`config.mk`:
```
export PLATFORM = sky130hd
export DESIGN_NAME = clock_ctrl
export DESIGN_NICKNAME = d
export VERILOG_FILES = /design/src/rtl/clock_ctrl.sv
export SDC_FILE = /design/constraint.sdc
export NUM_CORES = 1
export LEC_CHECK = 0
export CORE_MARGIN = 2
export CORE_UTILIZATION = 45
export CTS_BUF_LIST = sky130_fd_sc_hd__clkbuf_2
export DETAILED_ROUTE_END_ITERATION = 12
export PLACE_DENSITY = 0.76
export RECOVER_POWER = 25
export SLEW_MARGIN = 30
export SYNTH_ARGS = -nofsm -noshare
export SYNTH_HDL_FRONTEND = slang
export SYNTH_SLANG_ARGS = --single-unit
```
`constraint.sdc`:
```
create_clock -name clk -period 3.5 [get_ports clk]
set_clock_uncertainty 0.2 [all_clocks]
set_input_delay 1.05 -clock clk [delete_from_list [all_inputs] [get_ports clk]]
set_output_delay 1.05 -clock clk [all_outputs]
set_load 0.03 [all_outputs]
```
`src/rtl/clock_ctrl.sv`:
```
// clock_ctrl: button-driven time/alarm edit sequencer, core time loader and alarm scheduler.
// Define CLOCK_CTRL_SNOOZE_EN to build in the snooze down-counter; otherwise snooze_pulse is ignored.
module clock_ctrl #(
    parameter int ALARM_LEN_MIN = 5,
    parameter int ALARM_RST_H   = 7,
    parameter int ALARM_RST_M   = 0,
    parameter int SNOOZE_MIN    = 9
) (
    input  logic                clk,
    input  logic                rst,
    input  logic                mode_pulse,
    input  logic                inc_pulse,
    input  logic                arm_pulse,
    input  logic                snooze_pulse,
    input  logic                minute_tick,
    input  logic [$clog2(60):0] cur_minutes,
    input  logic [$clog2(24):0] cur_hours,
    output logic                run_enable,
    output logic                set_load,
    output logic [$clog2(60):0] set_minutes,
    output logic [$clog2(24):0] set_hours,
    output logic [$clog2(60):0] alarm_minutes,
    output logic [$clog2(24):0] alarm_hours,
    output logic                alarm_armed,
    output logic                alarm_trigger,
    output logic [2:0]          mode
);
    localparam int MW = $clog2(60) + 1;
    localparam int HW = $clog2(24) + 1;
    localparam int RW = $clog2(ALARM_LEN_MIN + 1);
    localparam logic [HW-1:0] ALARM_H0  = HW'(ALARM_RST_H);
    localparam logic [MW-1:0] ALARM_M0  = MW'(ALARM_RST_M);
    localparam logic [RW-1:0] RING_LAST = RW'(ALARM_LEN_MIN - 1);

    typedef enum logic [2:0] {
        RUN    = 3'd0,
        T_HOUR = 3'd1,
        T_MIN  = 3'd2,
        A_HOUR = 3'd3,
        A_MIN  = 3'd4
    } state_e;

    function automatic logic [HW-1:0] hour_inc(input logic [HW-1:0] h);
        logic [HW-1:0] r;
        if (h >= 6'd23) r = 6'd0;
        else            r = h + 6'd1;
        return r;
    endfunction

    function automatic logic [MW-1:0] min_inc(input logic [MW-1:0] m);
        logic [MW-1:0] r;
        if (m >= 7'd59) r = 7'd0;
        else            r = m + 7'd1;
        return r;
    endfunction

    state_e        state_r, state_s;
    logic [HW-1:0] edit_h_r, edit_h_s;
    logic [MW-1:0] edit_m_r, edit_m_s;
    logic [HW-1:0] alarm_h_r, set_h_r;
    logic [MW-1:0] alarm_m_r, set_m_r;
    logic          armed_r, trigger_r, trigger_s, match_d_r, set_load_r, run_en_r;
    logic [RW-1:0] ring_cnt_r, ring_cnt_s;
    logic          leave_run_s, ack_s, match_s, rise_s, load_s, store_s;

`ifdef CLOCK_CTRL_SNOOZE_EN
    localparam int SW = $clog2(SNOOZE_MIN + 1);
    localparam logic [SW-1:0] SNOOZE_LAST = SW'(SNOOZE_MIN - 1);
    logic          snooze_act_r, snooze_act_s;
    logic [SW-1:0] snooze_cnt_r, snooze_cnt_s;
`else
    logic          unused_snooze_s;
    assign unused_snooze_s = snooze_pulse & (SNOOZE_MIN >= 1);
`endif

    assign leave_run_s = (state_r == RUN) && mode_pulse;
    assign ack_s       = (state_r == RUN) && inc_pulse && !mode_pulse;
    assign match_s     = (state_r == RUN) && armed_r &&
                         (cur_hours == alarm_h_r) && (cur_minutes == alarm_m_r);
    assign rise_s      = match_s && !match_d_r;
    assign load_s      = (state_r == T_MIN) && mode_pulse;
    assign store_s     = (state_r == A_MIN) && mode_pulse;

    // Mode sequencing: one step per mode_pulse, wrapping back to RUN.
    always_comb begin
        state_s = state_r;
        if (mode_pulse) begin
            case (state_r)
                RUN:     state_s = T_HOUR;
                T_HOUR:  state_s = T_MIN;
                T_MIN:   state_s = A_HOUR;
                A_HOUR:  state_s = A_MIN;
                A_MIN:   state_s = RUN;
                default: state_s = RUN;
            endcase
        end else begin
            state_s = state_r;
        end
    end

    // Edit buffer: seeded on entry to the time and alarm pages, inc ignored when mode advances.
    always_comb begin
        edit_h_s = edit_h_r;
        edit_m_s = edit_m_r;
        if (mode_pulse) begin
            case (state_r)
                RUN: begin
                    edit_h_s = cur_hours;
                    edit_m_s = cur_minutes;
                end
                T_MIN: begin
                    edit_h_s = alarm_h_r;
                    edit_m_s = alarm_m_r;
                end
                default: edit_h_s = edit_h_r;
            endcase
        end else if (inc_pulse) begin
            case (state_r)
                T_HOUR, A_HOUR: edit_h_s = hour_inc(edit_h_r);
                T_MIN, A_MIN:   edit_m_s = min_inc(edit_m_r);
                default:        edit_h_s = edit_h_r;
            endcase
        end else begin
            edit_h_s = edit_h_r;
        end
    end

    // Ring control: hard clears first, then ringing, then pending snooze, then a new match edge.
    always_comb begin
        trigger_s  = trigger_r;
        ring_cnt_s = ring_cnt_r;
`ifdef CLOCK_CTRL_SNOOZE_EN
        snooze_act_s = snooze_act_r;
        snooze_cnt_s = snooze_cnt_r;
`endif
        if (arm_pulse || leave_run_s) begin
            trigger_s  = 1'b0;
            ring_cnt_s = {RW{1'b0}};
`ifdef CLOCK_CTRL_SNOOZE_EN
            snooze_act_s = 1'b0;
            snooze_cnt_s = {SW{1'b0}};
`endif
        end else if (trigger_r) begin
            if (ack_s) begin
                trigger_s  = 1'b0;
                ring_cnt_s = {RW{1'b0}};
`ifdef CLOCK_CTRL_SNOOZE_EN
            end else if (snooze_pulse) begin
                trigger_s    = 1'b0;
                ring_cnt_s   = {RW{1'b0}};
                snooze_act_s = 1'b1;
                snooze_cnt_s = {SW{1'b0}};
`endif
            end else if (minute_tick) begin
                if (ring_cnt_r == RING_LAST) begin
                    trigger_s  = 1'b0;
                    ring_cnt_s = {RW{1'b0}};
                end else begin
                    ring_cnt_s = ring_cnt_r + RW'(1);
                end
            end else begin
                ring_cnt_s = ring_cnt_r;
            end
`ifdef CLOCK_CTRL_SNOOZE_EN
        end else if (snooze_act_r) begin
            if (ack_s) begin
                snooze_act_s = 1'b0;
                snooze_cnt_s = {SW{1'b0}};
            end else if (minute_tick) begin
                if (snooze_cnt_r == SNOOZE_LAST) begin
                    snooze_act_s = 1'b0;
                    snooze_cnt_s = {SW{1'b0}};
                    trigger_s    = 1'b1;
                    ring_cnt_s   = {RW{1'b0}};
                end else begin
                    snooze_cnt_s = snooze_cnt_r + SW'(1);
                end
            end else begin
                snooze_cnt_s = snooze_cnt_r;
            end
`endif
        end else if (rise_s) begin
            trigger_s  = 1'b1;
            ring_cnt_s = {RW{1'b0}};
        end else begin
            trigger_s = trigger_r;
        end
    end

    // FSM, edit buffer and stored alarm time.
    always_ff @(posedge clk or negedge rst) begin
        if (!rst) begin
            state_r   <= RUN;
            edit_h_r  <= 6'd0;
            edit_m_r  <= 7'd0;
            alarm_h_r <= ALARM_H0;
            alarm_m_r <= ALARM_M0;
            armed_r   <= 1'b0;
        end else begin
            state_r  <= state_s;
            edit_h_r <= edit_h_s;
            edit_m_r <= edit_m_s;
            armed_r  <= armed_r ^ arm_pulse;
            if (store_s) begin
                alarm_h_r <= edit_h_r;
                alarm_m_r <= edit_m_r;
            end else begin
                alarm_h_r <= alarm_h_r;
                alarm_m_r <= alarm_m_r;
            end
        end
    end

    // Alarm ring state and match edge history.
    always_ff @(posedge clk or negedge rst) begin
        if (!rst) begin
            trigger_r  <= 1'b0;
            ring_cnt_r <= {RW{1'b0}};
            match_d_r  <= 1'b0;
`ifdef CLOCK_CTRL_SNOOZE_EN
            snooze_act_r <= 1'b0;
            snooze_cnt_r <= {SW{1'b0}};
`endif
        end else begin
            trigger_r  <= trigger_s;
            ring_cnt_r <= ring_cnt_s;
            match_d_r  <= match_s;
`ifdef CLOCK_CTRL_SNOOZE_EN
            snooze_act_r <= snooze_act_s;
            snooze_cnt_r <= snooze_cnt_s;
`endif
        end
    end

    // Core-facing outputs; run_enable tracks the next state so it aligns with mode.
    always_ff @(posedge clk or negedge rst) begin
        if (!rst) begin
            run_en_r   <= 1'b1;
            set_load_r <= 1'b0;
            set_h_r    <= 6'd0;
            set_m_r    <= 7'd0;
        end else begin
            run_en_r   <= !((state_s == T_HOUR) || (state_s == T_MIN));
            set_load_r <= load_s;
            if (load_s) begin
                set_h_r <= edit_h_r;
                set_m_r <= edit_m_r;
            end else begin
                set_h_r <= set_h_r;
                set_m_r <= set_m_r;
            end
        end
    end

    assign run_enable    = run_en_r;
    assign set_load      = set_load_r;
    assign set_hours     = set_h_r;
    assign set_minutes   = set_m_r;
    assign alarm_hours   = alarm_h_r;
    assign alarm_minutes = alarm_m_r;
    assign alarm_armed   = armed_r;
    assign alarm_trigger = trigger_r;
    assign mode          = state_r;

endmodule
```
==> flow_metrics.tcl, run 1 <==
set metrics [dict create \
    gr-total-overflow 0 \
    grt_pass1_wl_um 9800 \
    drive_gt1_share_pct 19.8 \
    avgSynthCellArea_um2 11.8 \
    grt_antenna_before_repair 0 \
    holdWs_ns 0.338 \
    reg2reg_depth 5 \
    yosysSeqAreaShare_pct 45.9 \
    syn_inst 231 \
    leakage_nw 1.42 \
    path_class "flip-flop to output port" \
    drc 0 \
    cts_sinks 50 \
    drtIter0Drc 108 \
    synth_edf_count 0 \
    hold_viol 0 \
    crit_chain "clkdlybuf4s50_1" \
    switching_power_mw 1.24 \
    core_um2 5890 \
    yosys-top-cells-area "dfrtp_1 (42%), mux2_2 (8.6%), mux2_4 (4.9%)" \
    start_util_pct 46.5 \
    tightest_slew_ns 1.11 \
    finalCritPeriodShare_pct 90.1 \
    cts_tree "done" \
    holdPathStages 1 \
    synth_most_common_cell "dfrtp_1" \
    viasPerCell 5.61 \
    clock_latency_ns 0.42 \
    dp_hpwl_um 4230 \
    synthFlopType "dfrtp_1" \
    clkTransAtPathRegs_ns 0.23 \
    firstDrtPassIters 5 \
    max-vdd-ir-drop_v 0.000414 \
    grt_max_degree 32 \
    grt_pass1_vias 1986 \
    gp_congestion 0.849 \
    max_slew_margin_pct 26.0 \
    powerDensity_nw_per_um2 848 \
    ys_ff_latch 50 \
    cts_buffers 5 \
    critPathSlowestCell "clkdlybuf4s50_1" \
    track_usage_pct 19.3 \
    ys_types 55 \
    fp-row-count 28 \
    period_needed_ns 3.15 \
    post_cts_buffers 0 \
    startpoint_type "flip-flop" \
    p_int_mw 1.61 \
    portBuffers 51 \
    rsz0062_at_grt "no" \
    ys_warn_count 0 \
    crit_family "buffers and inverters" \
    vias 2035 \
    drtAntennaViolNets 0 \
    synth.top_cells.by_count "dfrtp_1 (46), mux2_2 (21), inv_1 (13)" \
    die_area_um2 6720 \
    slew_viol_final 0 \
    cp_slowest_stage_delay_ns 0.77 \
    fin_nets 311 \
    stdcell_area_um2 3350 \
    die_w_um 82.0 \
    status "complete, no violations" \
    cts_hold_buf 0 \
    setup_slack_ns 0.347 \
    dp_slack_ns 0.370 \
    synthArstFlopShare_pct 100 \
    clkPwrFrac_pct 7.7 \
    max_freq_mhz 317 \
    syn2layout_area_growth_pct 22.4 \
    post_drt_wl_per_cell_um 16.2 \
    cap_violations 0 \
    cp.depth 1 \
    ctsResizeCount 0 \
    finalSetupViolations 0 \
    required_ns 2.25 \
    crit_fanout 12 \
    cp_data_arrival_time_ns 1.90 \
    synth_top_area_share_pct 42.1 \
    hp-class "flip-flop to flip-flop" \
    synth_top_area_cell "dfrtp_1" \
    wirelength_um 5880 \
    sw_frac_of_total_pct 43.5 \
    syn_nets 255 \
    worst-path-buf-inv 1 \
    nFillCells 522 \
    endpoint_kind "output port" \
    pwr-share-seq_pct 38.9 \
    pwr-share-comb_pct 53.3 \
    root_buffer "clkbuf_2" \
    die_h_um 82.0 \
    netlist_area_um2 2740 \
    cts_buffer_depth 2 \
    tns_ns 0 \
    placed_area_um2 3320 \
    htreeDepth 2 \
    diodes 0 \
    ioPinCount 53 \
]
-- path summary, 6_finish.rpt --
check	from	end	slack (ns)
setup reg to reg	mode[1]	edit_m_r[4]	1.09
setup / recovery	mode[2]	mode[2]	0.35
hold reg to reg	set_hours[4]	set_hours[4]	0.34
min in group asynchronous	rst	set_minutes[0]	0.57
hold / removal	set_hours[4]	set_hours[4]	0.34
max in group asynchronous	rst	ring_cnt_r[0]	1.16
-- per-layer routing --
layer	vias up	GRT usage (%)	share of wire (%)
met5	-	0	0
met1	1011	27.6	48
met2	51	30.1	46
met4	0	5.17	1.1
li1	966	-	-
met3	7	3.52	4.3
-- power groups by stage --
stage | registers (mW) | logic (mW) | clock network [mW]
6_report | 1.11 | 1.52 | 0.220
3_3_place_gp | 1.11 | 1.49 | 0
2_1_floorplan | 1.34 | 0.787 | 0
5_1_grt | 1.15 | 1.63 | 0.256
4_1_cts | 1.11 | 1.53 | 0.230
3_5_place_dp | 1.12 | 1.52 | 0
-- registers in the layout (all words and copies together) (netlist names), 3 cells and up --
register,count
ring_cnt_r,3
alarm_hours,6
edit_h_r,6
edit_m_r,7
set_hours,6
mode,3
set_minutes,7
alarm_minutes,7
-- placed cells by master, fill, tap and decap left out, types with 3 or more instances in the layout --
cell	n
and3_1	4
clkbuf_2	6
mux2_4	9
o21a_1	3
inv_1	13
dfstp_2	4
mux2_2	21
buf_4	7
xor2_1	12
nor2_1	4
o21ai_0	9
dfrtp_1	46
nand3b_1	3
o211ai_1	5
nor3_1	4
a22o_1	3
nand3_1	6
o31ai_1	3
ha_1	4
clkinv_1	4
clkdlybuf4s50_1	49
nand2_1	6
a21oi_1	7
mux2i_1	12
o32ai_1	3
-- kinds of logic (layout without fill, tap and decap cells) --
family / count (synthesis) / in the layout / share of synthesized area [%]
multiplexers: 42 / 42 / 18.0
AO/OA/AOI/OAI: 50 / 50 / 13.7
flip-flops: 50 / 50 / 45.9
XOR/XNOR: 14 / 14 / 4.48
adder cells (fa/ha/maj): 4 / 4 / 1.83
buffers and inverters: 25 / 82 / 5.53
AND/OR/NAND/NOR: 46 / 46 / 10.6
-- cell type report --
cell class | instances | area [µm²] | share of cell area [%]
repair buffers | 60 | 582 | 17.4
clock buffers | 5 | 25.0 | 0.747
flip-flops and latches | 50 | 1260 | 37.5
well taps | 75 | 93.8 | 2.80
multi-input cells | 156 | 1330 | 39.7
clock inverters | 3 | 11.3 | 0.336
inverters | 14 | 52.6 | 1.57
-- through the flow --
step           power (mW)  util (%)  cells
6_report             2.84      56.9    363
5_1_grt              3.04      56.9    363
4_1_cts              2.87      57.0    363
3_5_place_dp         2.64      56.4    355
3_3_place_gp         2.60      56.4    355
2_1_floorplan        2.13         -    231
No activity file was read; power rests on OpenSTA's default activity.
==> run 2, diff against run 1 <==
--- a/config.mk
+++ b/config.mk
@@ -5,11 +5,11 @@
 export SDC_FILE = /design/constraint.sdc
 export NUM_CORES = 1
 export LEC_CHECK = 0
-export CORE_MARGIN = 2
 export CORE_UTILIZATION = 45
 export CTS_BUF_LIST = sky130_fd_sc_hd__clkbuf_2
 export DETAILED_ROUTE_END_ITERATION = 12
-export PLACE_DENSITY = 0.76
+export DONT_BUFFER_PORTS = 1
+export PLACE_DENSITY = 0.65
 export RECOVER_POWER = 25
 export SLEW_MARGIN = 30
 export SYNTH_ARGS = -nofsm -noshare
==> run 2 against run 1 <==
Against the previous run: clock power about the same; power down 12%; register-to-register slack worse by 0.07 ns; largest cell class unchanged; hold slack worse by 0.26 ns; sequential cell count unchanged; critical endpoint unchanged; via count down 12%; first-iteration DRC count down 24%; setup slack better by 0.59 ns; sequential share of layout area up 7.4 points; design area down 16%.
==> flow_metrics.tcl, run 2 (synthesis results as in run 1) <==
set metrics [dict create \
    ctsResizeCount 0 \
    root_buffer "clkbuf_2" \
    period_needed_ns 2.56 \
    finalSetupViolations 0 \
    tns_ns 0 \
    viasPerCell 5.84 \
    reg2reg_depth 3 \
    drc 0 \
    vias 1793 \
    max_slew_margin_pct 49.3 \
    fin_nets 255 \
    post_drt_wl_per_cell_um 18.4 \
    tightest_slew_ns 0.760 \
    pwr-share-comb_pct 32.7 \
    path_class "flip-flop to output port" \
    p_int_mw 1.31 \
    cp_data_arrival_time_ns 1.31 \
    layout_common_cells "dfrtp_1 (46), mux2_2 (21), inv_1 (13)" \
    r2r_start "mode[0]" \
    ioPinCount 53 \
    layout_commonest_cell "dfrtp_1" \
    finalCritPeriodShare_pct 73.2 \
    die_h_um 80.0 \
    wirelength_um 5650 \
    drtIter0Drc 82 \
    die_w_um 80.0 \
    setup_slack_ns 0.938 \
    powerDensity_nw_per_um2 889 \
    max_freq_mhz 390 \
    required_ns 2.25 \
    grt_pass1_vias 1854 \
    dp_slack_ns 0.868 \
    nFillCells 553 \
    htreeDepth 2 \
    r2r_end "alarm_minutes[2]" \
    drtAntennaViolNets 0 \
    track_usage_pct 19.5 \
    cts_sinks 50 \
    reg2reg_slack_ns 1.02 \
    cts_buffers 5 \
    syn2layout_area_growth_pct 2.24 \
    grt_pass1_wl_um 9410 \
    pwr-share-seq_pct 58.4 \
    drive_gt1_share_pct 22.4 \
    clkPwrFrac_pct 8.9 \
    clock_latency_ns 0.42 \
    diodes 0 \
    hold_viol 0 \
    rsz0062_at_grt "no" \
    final_util_pct 47.5 \
    post_cts_buffers 0 \
    max-vdd-ir-drop_v 0.000347 \
    startpoint_type "flip-flop" \
    slew_viol_final 0 \
    grt_max_degree 51 \
    regArea_um2 1260 \
    grt_antenna_before_repair 0 \
    start_util_pct 46.5 \
    die_area_um2 6400 \
    fp-row-count 28 \
    cts_hold_buf 0 \
    portBuffers 0 \
    gr-total-overflow 0 \
    firstDrtPassIters 4 \
    cts_buffer_depth 2 \
    endpoint_kind "output port" \
    hp-class "input pin to asynchronous set/reset pin" \
    switching_power_mw 1.17 \
    status "complete, no violations" \
    crit_fanout 12 \
    gp_congestion 0.797 \
    leakage_nw 1.21 \
    core_um2 5890 \
    cap_violations 0 \
    clkTransAtPathRegs_ns 0.24 \
    cts_tree "done" \
    dp_hpwl_um 3950 \
    sw_frac_of_total_pct 47.2 \
    multi_input_area_um2 1330 \
]
[run 2: cell types whose count changed in the layout (fill, tap and decap cells not counted), sizes merged]
cell           previous run  this run
clkdlybuf4s50            49         0
buf                       8         4
clkbuf                    7         5
dlygate4sd3               1         0
[run 2: per-stage QoR]
stage | hold slack (ns) | cells | power, mW | instance area, µm²
2_1_floorplan | 0.298 | 231 | 2.13 | 2740
3_5_place_dp | 0.345 | 299 | 2.29 | 2760
6_report | 0.0742 | 307 | 2.49 | 2800
4_1_cts | 0.0369 | 307 | 2.51 | 2800
3_3_place_gp | 0.337 | 299 | 2.26 | 2760
5_1_grt | 0.00203 | 307 | 2.66 | 2800
[run 2: worst max path at each step]
stage,depth (start not counted),from,to,slack [ns]
floorplan,5,mode_pulse,alarm_hours[3],1.19
global placement,3,mode_pulse,alarm_minutes[4],0.88
detailed placement,3,mode_pulse,alarm_minutes[6],0.87
CTS,0,mode[2],mode[2],0.90
global route,3,mode[0],alarm_hours[3],0.82
finish,0,mode[2],mode[2],0.94
[run 2: cell type report]
cell class / instances / share of cell area, %
inverter: 14 / 1.88
sequential: 50 / 44.9
timing repair buffer: 4 / 1.07
clock buffer: 5 / 0.894
tap: 75 / 3.35
clock inverter: 3 / 0.403
multi-input combinational: 156 / 47.5
[run 2: power groups by stage]
stage / registers [mW] / logic (mW) / clock network [mW]
finish: 1.45 / 0.814 / 0.222
global route: 1.50 / 0.906 / 0.258
CTS: 1.46 / 0.819 / 0.236
detailed placement: 1.47 / 0.814 / 0
global placement: 1.47 / 0.794 / 0
floorplan: 1.34 / 0.787 / 0
[run 2: layer usage]
| layer | GRT usage, % | share of wire (%) |
|---|---|---|
| met1 | 27.0 | 47 |
| met2 | 28.5 | 43 |
| met3 | 6.63 | 8.9 |
| met4 | 6.43 | 1.1 |
| met5 | 0 | 0 |
